[config.mk]
export PLATFORM = sky130hd
export DESIGN_NAME = rca_shift_add_mult_ctrl_flat
export DESIGN_NICKNAME = d
export VERILOG_FILES = /design/src/rtl/rca_shift_add_mult_ctrl_pkg.sv /design/src/rtl/rca_shift_add_mult_ctrl_if.sv /design/src/rtl/rca_shift_add_mult_ctrl_add_stage_w.sv /design/src/rtl/rca_shift_add_mult_ctrl.sv /design/src/flat_wrapper.sv
export SDC_FILE = /design/constraint.sdc
export NUM_CORES = 1
export LEC_CHECK = 0
export ABC_AREA = 1
export BUFFER_PORTS_ARGS = -buffer_cell sky130_fd_sc_hd__buf_2
export CAP_MARGIN = 25
export CORE_MARGIN = 5
export CORE_UTILIZATION = 55
export DETAILED_ROUTE_END_ITERATION = 8
export GPL_ROUTABILITY_DRIVEN = 0
export PLACE_DENSITY = 0.76
export REMOVE_ABC_BUFFERS = 1
export SYNTH_ARGS = -nofsm -noshare
export SYNTH_HDL_FRONTEND = slang
export SYNTH_SLANG_ARGS = --single-unit
export TNS_END_PERCENT = 5
[constraint.sdc]
create_clock -name clk -period 5.3 [get_ports clk]
set_input_delay 0.265 -clock clk [delete_from_list [all_inputs] [get_ports clk]]
set_output_delay 0.265 -clock clk [all_outputs]
set_load 0.02 [all_outputs]
[src/rtl/rca_shift_add_mult_ctrl_pkg.sv]
// mult_ctrl_pkg: shared types and constants for the shift-and-add multiplier controller.
//   state_t    : controller states IDLE/RUN/DONE with their fixed 2-bit encoding
//   DEF_WIDTH  : default operand width
//   cnt_w()    : iteration counter width able to hold the value WIDTH
package mult_ctrl_pkg;

   typedef enum logic [1:0] {
      IDLE = 2'b00,
      RUN  = 2'b01,
      DONE = 2'b10
   } state_t;

   localparam int DEF_WIDTH = 8;

   function automatic int cnt_w(input int w);
      return $clog2(w + 1);
   endfunction

endpackage

[src/rtl/rca_shift_add_mult_ctrl_if.sv]
// rca_shift_add_mult_ctrl_if: start/busy/done handshake and operand/result bus.
//   start   : launch request (host -> controller)
//   a, b    : multiplicand / multiplier (host -> controller)
//   busy    : iteration in progress (controller -> host)
//   done    : one-cycle completion pulse (controller -> host)
//   product : 2*WIDTH-bit result register (controller -> host)
//   master  : host view; slave : controller view
interface rca_shift_add_mult_ctrl_if #(parameter int WIDTH = 8);

   logic                 start;
   logic [WIDTH-1:0]     a;
   logic [WIDTH-1:0]     b;
   logic                 busy;
   logic                 done;
   logic [2*WIDTH-1:0]   product;

   modport master (output start, a, b, input busy, done, product);
   modport slave  (input start, a, b, output busy, done, product);

endinterface

[src/rtl/rca_shift_add_mult_ctrl_add_stage_w.sv]
// add_stage_w: combinational WIDTH-bit ripple-carry adder.
//   a, b  : addends
//   c_in  : carry into bit 0
//   s     : sum
//   c_out : carry out of the MSB
module add_stage_w #(
   parameter int WIDTH = 8
) (
   input  logic [WIDTH-1:0] a,
   input  logic [WIDTH-1:0] b,
   input  logic             c_in,
   output logic [WIDTH-1:0] s,
   output logic             c_out
);

   always_comb begin
      logic cy;
      s  = '0;
      cy = c_in;
      for (int i = 0; i < WIDTH; i++) begin
         s[i] = a[i] ^ b[i] ^ cy;
         cy   = (a[i] & b[i]) | (cy & (a[i] ^ b[i]));
      end
      c_out = cy;
   end

endmodule

[src/rtl/rca_shift_add_mult_ctrl.sv]
// rca_shift_add_mult_ctrl: sequential unsigned shift-and-add multiplier sharing one ripple adder.
//   clk   : rising-edge clock
//   rst_n : asynchronous active-low reset
//   bus   : slave side of rca_shift_add_mult_ctrl_if (start, a, b, busy, done, product)
//   Optional macro EARLY_TERM_EN: finish as soon as the remaining multiplier bits are all zero.
module rca_shift_add_mult_ctrl
   import mult_ctrl_pkg::*;
#(
   parameter int WIDTH = DEF_WIDTH
) (
   input  logic                     clk,
   input  logic                     rst_n,
   rca_shift_add_mult_ctrl_if.slave bus
);

   localparam int CNT_W = cnt_w(WIDTH);

   state_t               state_q, state_d;
   logic [WIDTH-1:0]     m_q, m_d;
   logic [WIDTH-1:0]     acc_q, acc_d;
   logic [WIDTH-1:0]     q_q, q_d;
   logic [CNT_W-1:0]     count_q, count_d;
   logic [2*WIDTH-1:0]   product_q, product_d;
   logic [WIDTH-1:0]     addend;
   logic [WIDTH-1:0]     sum;
   logic                 cout;

   assign addend = q_q[0] ? m_q : '0;

   add_stage_w #(.WIDTH(WIDTH)) u_add (
      .a     (acc_q),
      .b     (addend),
      .c_in  (1'b0),
      .s     (sum),
      .c_out (cout)
   );

`ifdef EARLY_TERM_EN
   // The low count_q bits of Q are the multiplier bits not yet consumed;
   // once they are all zero the remaining iterations are pure shifts.
   logic [WIDTH-1:0]   live_mask;
   logic               early;
   logic [2*WIDTH-1:0] shifted;
   assign live_mask = ~({WIDTH{1'b1}} << count_q);
   assign early     = (q_q & live_mask) == '0;
   assign shifted   = {acc_q, q_q} >> count_q;
`endif

   always_comb begin
      state_d   = state_q;
      m_d       = m_q;
      acc_d     = acc_q;
      q_d       = q_q;
      count_d   = count_q;
      product_d = product_q;
      case (state_q)
         IDLE: if (bus.start) begin
            state_d = RUN;
            m_d     = bus.a;
            q_d     = bus.b;
            acc_d   = '0;
            count_d = CNT_W'(WIDTH);
         end
         RUN: begin
`ifdef EARLY_TERM_EN
            if (early) begin
               state_d   = DONE;
               product_d = shifted;
               count_d   = '0;
            end else begin
`else
            begin
`endif
               // Carry-out becomes the new ACC MSB; the sum LSB moves into Q.
               acc_d   = {cout, sum[WIDTH-1:1]};
               q_d     = {sum[0], q_q[WIDTH-1:1]};
               count_d = count_q - 1'b1;
               if (count_q == CNT_W'(1)) begin
                  state_d   = DONE;
                  product_d = {cout, sum, q_q[WIDTH-1:1]};
               end
            end
         end
         DONE:    state_d = IDLE;
         default: state_d = IDLE;
      endcase
   end

   always_ff @(posedge clk or negedge rst_n) begin
      if (!rst_n) begin
         state_q   <= IDLE;
         m_q       <= '0;
         acc_q     <= '0;
         q_q       <= '0;
         count_q   <= '0;
         product_q <= '0;
      end else begin
         state_q   <= state_d;
         m_q       <= m_d;
         acc_q     <= acc_d;
         q_q       <= q_d;
         count_q   <= count_d;
         product_q <= product_d;
      end
   end

   assign bus.busy    = state_q == RUN;
   assign bus.done    = state_q == DONE;
   assign bus.product = product_q;

endmodule

[src/flat_wrapper.sv]
// flat-port wrapper written by rule: the top's interface ports become plain ports
module rca_shift_add_mult_ctrl_flat import mult_ctrl_pkg::*;
#(
   parameter int WIDTH = DEF_WIDTH
)
  (clk, rst_n, bus_start, bus_a, bus_b, bus_busy, bus_done, bus_product);
  rca_shift_add_mult_ctrl_if #(.WIDTH(WIDTH)) bus_i ();
  input  logic clk;
  input  logic rst_n;
  input wire logic [$bits(bus_i.start)-1:0] bus_start;
  input wire logic [$bits(bus_i.a)-1:0] bus_a;
  input wire logic [$bits(bus_i.b)-1:0] bus_b;
  output wire logic [$bits(bus_i.busy)-1:0] bus_busy;
  output wire logic [$bits(bus_i.done)-1:0] bus_done;
  output wire logic [$bits(bus_i.product)-1:0] bus_product;
  assign bus_i.start = bus_start;
  assign bus_i.a = bus_a;
  assign bus_i.b = bus_b;
  assign bus_busy = bus_i.busy;
  assign bus_done = bus_i.done;
  assign bus_product = bus_i.product;
  rca_shift_add_mult_ctrl #(.WIDTH(WIDTH)) u_core (.clk(clk), .rst_n(rst_n), .bus(bus_i));
endmodule
After elaboration in Yosys (flattened, before gate mapping)
Cells that the tools add are included.
{ "totals": {"register_bits": 46, "inputBits": 19, "out_inout_bits": 18, "wordCells": 65} }
{ "classes": {"n_addsub": 1, "n_eq_ne": 5, "mux": 10, "bitwise_logic": 37, "reduce_logical": 6} }
{ "op_table": {"columns": ["operator", "n"], "rows": [
  ["one-hot mux 8 bit (2 select lines)", 2],
  ["2-to-1 mux 8 bit", 3],
  ["AND 1 bit", 15],
  ["XOR 1 bit", 15],
  ["one-hot mux 4 bit (2 select lines)", 1],
  ["AND reduction 2 bit", 4],
  ["bitwise OR 1 bit", 7],
  ["== test 4 x 1 -> 1 bit (second input constant)", 1],
  ["2-to-1 mux 2 bit", 2],
  ["2-to-1 mux 4 bit", 1],
  ["one-hot mux 2 bit (2 select lines)", 1],
  ["subtractor 4 x 1 -> 4 bit (second input constant)", 1],
  ["== test 2 x 1 -> 1 bit (second input constant)", 1],
  ["== test 2 bit (second input constant)", 1],
  ["zero test 2 bit", 1],
  ["inequality test 2 x 1 -> 1 bit (second input constant)", 1],
  ["inequality test 2 bit (second input constant)", 1],
  ["nonzero test 2 bit", 1]
]} }

Longest topological paths before layout
{ "logic_depth": {"depth_word": 17, "ltp_mapped": 13, "depth_no_buf": 12} }

Cells and area by module
From an unflattened synthesis, not the netlist that was laid out.
{ "hier_totals": {"hier_cells": 251, "area_unflattened_um2": 2130.8} }
{ "modules_own_cells": {"columns": ["module", "n_inst", "cells_per_inst", "area_per_inst_um2"], "rows": [
  ["rca_shift_add_mult_ctrl", 1, 233, 1933.1],
  ["add_stage_w", 1, 18, 197.7]
]} }

Worst setup path before layout
No wires, ideal clock.
{ "synth_timing": {"kind": "reg2reg", "start": "reg u_core.q_q[0]", "end": "reg u_core.acc_q[6]", "setup_time_ns": 0.126, "t_arrival_ns": 3.684, "slack_ns": 1.489, "path_stages_with_launch": 14, "n_path_buf": 1, "period_less_slack_ns": 3.811, "path_cell_list": "dfrtp_1 -> clkbuf_1 -> nand2_1 -> inv_1 -> ha_1 -> inv_1 -> fa_1 -> fa_1 -> fa_1 -> fa_1 -> fa_1 -> fa_1 -> fa_1 -> o22ai_1"} }
{ "synth_via": {"elab_chain_cells": 16} }
{ "synth_lines": {"columns": ["element", "line", "text"], "rows": [
  ["start: declaration", "rca_shift_add_mult_ctrl.sv:21", "logic [WIDTH-1:0] q_q, q_d;"],
  ["start signal: assignment", "rca_shift_add_mult_ctrl.sv:101", "q_q <= q_d;"],
  ["2-to-1 mux 8 bit (*)", "rca_shift_add_mult_ctrl.sv:28", "assign addend = q_q[0] ? m_q : '0;"],
  ["AND 1 bit or XOR 1 bit (tied branches)", "rca_shift_add_mult_ctrl_add_stage_w.sv:22", "cy = (a[i] & b[i]) | (cy & (a[i] ^ b[i]));"],
  ["AND 1 bit", "rca_shift_add_mult_ctrl_add_stage_w.sv:22", null],
  ["bitwise OR 1 bit", "rca_shift_add_mult_ctrl_add_stage_w.sv:22", null],
  ["AND 1 bit", "rca_shift_add_mult_ctrl_add_stage_w.sv:22", null],
  ["bitwise OR 1 bit", "rca_shift_add_mult_ctrl_add_stage_w.sv:22", null],
  ["AND 1 bit", "rca_shift_add_mult_ctrl_add_stage_w.sv:22", null],
  ["bitwise OR 1 bit", "rca_shift_add_mult_ctrl_add_stage_w.sv:22", null],
  ["AND 1 bit", "rca_shift_add_mult_ctrl_add_stage_w.sv:22", null],
  ["bitwise OR 1 bit", "rca_shift_add_mult_ctrl_add_stage_w.sv:22", null],
  ["AND 1 bit", "rca_shift_add_mult_ctrl_add_stage_w.sv:22", null],
  ["bitwise OR 1 bit", "rca_shift_add_mult_ctrl_add_stage_w.sv:22", null],
  ["AND 1 bit", "rca_shift_add_mult_ctrl_add_stage_w.sv:22", null],
  ["bitwise OR 1 bit", "rca_shift_add_mult_ctrl_add_stage_w.sv:22", null],
  ["XOR 1 bit (*)", "rca_shift_add_mult_ctrl_add_stage_w.sv:21", "s[i] = a[i] ^ b[i] ^ cy;"],
  ["one-hot mux 8 bit (2 select lines) (*)", "rca_shift_add_mult_ctrl.sv:56", "case (state_q)"],
  ["end signal: assignment", "rca_shift_add_mult_ctrl.sv:93", "acc_q <= '0;"],
  ["end signal: assignment", "rca_shift_add_mult_ctrl.sv:100", "acc_q <= acc_d;"],
  ["end: declaration", "rca_shift_add_mult_ctrl.sv:20", "logic [WIDTH-1:0] acc_q, acc_d;"]
]} }
Every way passes the cells marked *; elsewhere a longest branch is shown, timed or not.
A chain may end at the register's enable or synchronous reset.

Worst setup path after layout
Same ends and word-level chain as after synthesis.

==> results.toml <==
[placement]
detailed_place_hpwl_mm = 2.56
detailed_place.area_sq_um = 2250
placement.io_buffers = 36
placed_cells = 292

[synth]
synth.avg_cell_area_sq_um = 9.57
synth.lib_cells_used.distinct = 19
post_synth_top_flop = "sky130_fd_sc_hd__dfrtp_1"
ys_seq_elements = 46
synth_edf_count = 0
ys.warnings.count = 0
synth.yosys.seq_area_share_pct = 55.9
synthArstFlopShare_pct = 100
post_synth_inst_count = 215
mappedNetlistArea_sq_um = 2060

[setup_path]
crit_path_max_fanout = 9
reg2regPathDepth = 12
timing.critical_path.from = "u_core.q_q[0]$_DFFE_PN0P_"
timing.critical_path.mode_cell = "sky130_fd_sc_hd__fa_1"
critical_path_arrival_ns = 4.06
crit_path_cell_trace = "nand2_1, inv_1, ha_1, inv_1, fa_1, fa_1, fa_1, fa_1, fa_1, fa_1, fa_1, o22ai_1"
critical_path.slowest_cell = "sky130_fd_sc_hd__fa_1"
critical-path-max-stage-delay_ns = 0.53
startpoint_type = "register"
endpoint = "u_core.acc_q[6]$_DFFE_PN0P_"
critical_path_required_ns = 5.47
crit_type = "register to register"
setup.reg_to_reg.worst_slack_ns = 1.41
r2r_end = "u_core.acc_q[6]$_DFFE_PN0P_"
reg2reg_from = "u_core.q_q[0]$_DFFE_PN0P_"
critPathCaptureType = "register"

[clock_tree]
numCtsBuffers = 5
clock_tree_from_tritoncts = "done"
cts.clk_slew.worst_paths_ns = 0.08
worstSkewPairLatency_ns = 0.29
cts_num_sinks = 46
cts_root_buffer = "sky130_fd_sc_hd__clkbuf_8"
post_cts_gate_resize_count = 0
h-tree-depth = 2
ctsLongestPathBuffers = 2

[final_layout]
finalNetCount = 282
diodes = 0
finish.cell_count_without_fillers = 302
postLayoutCellArea_sq_um = 2390
drive_gt1_share_pct = 23.2
area.growth.synth_to_final_pct = 16.0

[drt]
via_per_inst = 5.03
totalWireLength_mm = 3.81
final_antenna_net_count = 0
drc_violations = 0
drt_pre_antenna_iters = 4
route.vias.total = 1520
drt_first_iter_violations = 94
detail_route.wl_per_cell_um = 12.6

[global_routing]
largest_net_degree_at_the_start_of_global_routing = 47
overflow = 0
grt_antenna_before_repair = 0
grt_first_pass_wirelength_mm = 6.71
track_usage_pct = 17.1
first_global_vias = 1489

[sta]
setup_tns_ns = 0
max_slew.worst_pin.slew_ns = 0.501
finalSetupViolations = 0
final.min_clock_period_ns = 3.89
fmax_mhz = 257
rsz0062_at_grt = "no"
fin_hold_ws_ns = 0.159
period_share_pct = 73.4
finClkSkew_ns = 0.00466
timing.max_slew.rel_slack_pct = 66.5
slew_limit_fails = 0
finalHoldViolations = 0

[status]
outcome = "complete, no violations"

[die]
fp.dieArea_sq_um = 5070
chipWidth_um = 71.2
rows = 22
design.portCount = 37
initial_core_util_pct = 56.6
die_h_um = 71.2
area_of_the_core_sq_um = 3630

[min_path]
worst_hold_path.num_cells = 3
worstHoldPathType = "input pin to register"

[power_and_ir_drop]
max-vdd-ir-drop_v = 0.000251
power_density_nw_per_um2 = 598
power.static_leakage_nw = 1.23

[job]
max-cap-violations = 0
[through the flow]
stage	power (mW)	worst slack [ns]	utilization, %
global route	1.55	1.20	65.7
global placement	1.18	1.48	61.8
detailed placement	1.19	1.41	61.8
floorplan	1.02	1.60	-
finish	1.43	1.41	65.7
CTS	1.44	1.38	64.9
[worst max-delay path: cells and delay by family, from the launching register on]
kind                       cells  cell delay [ns]
AOI/OAI and AO/OA              1             0.09
adders and majority gates      8             2.98
buffers and inverters          2             0.10
DFF                            1             0.51
and+or+nand+nor                1             0.09
[placed cells by master (no fill, tap or decap)]
master,n
sky130_fd_sc_hd__a31oi_1,1
sky130_fd_sc_hd__buf_12,1
sky130_fd_sc_hd__buf_2,36
sky130_fd_sc_hd__clkbuf_8,8
sky130_fd_sc_hd__clkinv_1,2
sky130_fd_sc_hd__dfrtp_1,46
sky130_fd_sc_hd__dlygate4sd3_1,1
sky130_fd_sc_hd__fa_1,7
sky130_fd_sc_hd__ha_1,3
sky130_fd_sc_hd__inv_1,14
sky130_fd_sc_hd__inv_2,3
sky130_fd_sc_hd__nand2_1,91
sky130_fd_sc_hd__nand3_1,12
sky130_fd_sc_hd__nand3_4,1
sky130_fd_sc_hd__nor2_1,7
sky130_fd_sc_hd__nor2_4,1
sky130_fd_sc_hd__o21ai_0,3
sky130_fd_sc_hd__o21ai_2,9
sky130_fd_sc_hd__o22ai_1,8
[cell type report]
class | count | area (sq um)
timing repair buffer | 38 | 210
clock buffer | 8 | 110
inverter | 19 | 71.3
sequential | 46 | 1150
fill | 314 | 1250
multi-input combinational | 143 | 785
tap | 48 | 60.1
[synthesized netlist by cell type, types with 2 or more instances]
cell,number,area share [%]
sky130_fd_sc_hd__buf_6,2,1.1
sky130_fd_sc_hd__o22ai_1,8,2.4
sky130_fd_sc_hd__inv_1,14,2.6
sky130_fd_sc_hd__buf_4,2,0.73
sky130_fd_sc_hd__o21ai_0,3,0.73
sky130_fd_sc_hd__nand2_1,91,17
sky130_fd_sc_hd__ha_1,3,1.8
sky130_fd_sc_hd__o21ai_2,9,3.8
sky130_fd_sc_hd__fa_1,7,6.8
sky130_fd_sc_hd__inv_2,3,0.55
sky130_fd_sc_hd__buf_2,2,0.49
sky130_fd_sc_hd__clkinv_1,2,0.36
sky130_fd_sc_hd__dfrtp_1,46,56
sky130_fd_sc_hd__nand3_1,12,2.9
sky130_fd_sc_hd__nor2_1,7,1.3
[where the power goes]
part	leakage (nW)	switching [mW]	total [mW]	internal (mW)
logic	0.584	0.385	0.600	0.215
registers	0.585	0.0836	0.586	0.502
clock network	0.0575	0.109	0.241	0.132
[what timing repair did]
action / CTS / global route
hold endpoints to repair: 0 / 12
hold buffers: 0 / 1
setup buffers: 0 / 0
[registers in the layout (all words and copies together) (netlist names)]
name	cells
u_core.count_q	4
u_core.acc_q	8
u_core.state_q	2
u_core.m_q	8
u_core.q_q	8
u_core.bus.product	16
[routing by layer]
metal	GRT usage (%)	wire (um)	up-vias
met5	0	0	-
met4	8.77	84	0
met3	3.13	158	6
met2	27.8	1750	33
met1	21.8	1820	732
li1	-	-	749
[kinds of logic (layout without fill, tap and decap cells)]
family          count (synthesis)  after routing  synth area share, %
flops                          46             46                 55.9
fa+ha+maj                      10             10                 8.63
simple gates                  112            112                 22.2
compound gates                 21             21                 7.30
buf+inv                        26             65                 5.96
[worst min-delay path by stage]
stage | startpoint | end | slack [ns]
after CTS | bus_a[7] | u_core.m_q[7]$_DFFE_PN0P_ | 0.16
after global routing | bus_b[7] | u_core.q_q[7]$_DFFE_PN0P_ | 0.16
after global placement | u_core.bus.product[6]$_DFFE_PN0P_ | u_core.bus.product[6]$_DFFE_PN0P_ | 0.46
final | bus_a[7] | u_core.m_q[7]$_DFFE_PN0P_ | 0.16
after detailed placement | u_core.bus.product[3]$_DFFE_PN0P_ | u_core.bus.product[3]$_DFFE_PN0P_ | 0.46
after floorplan | rst_n | u_core.acc_q[0]$_DFFE_PN0P_ | -0.03
No activity file was read; power rests on OpenSTA's default activity.
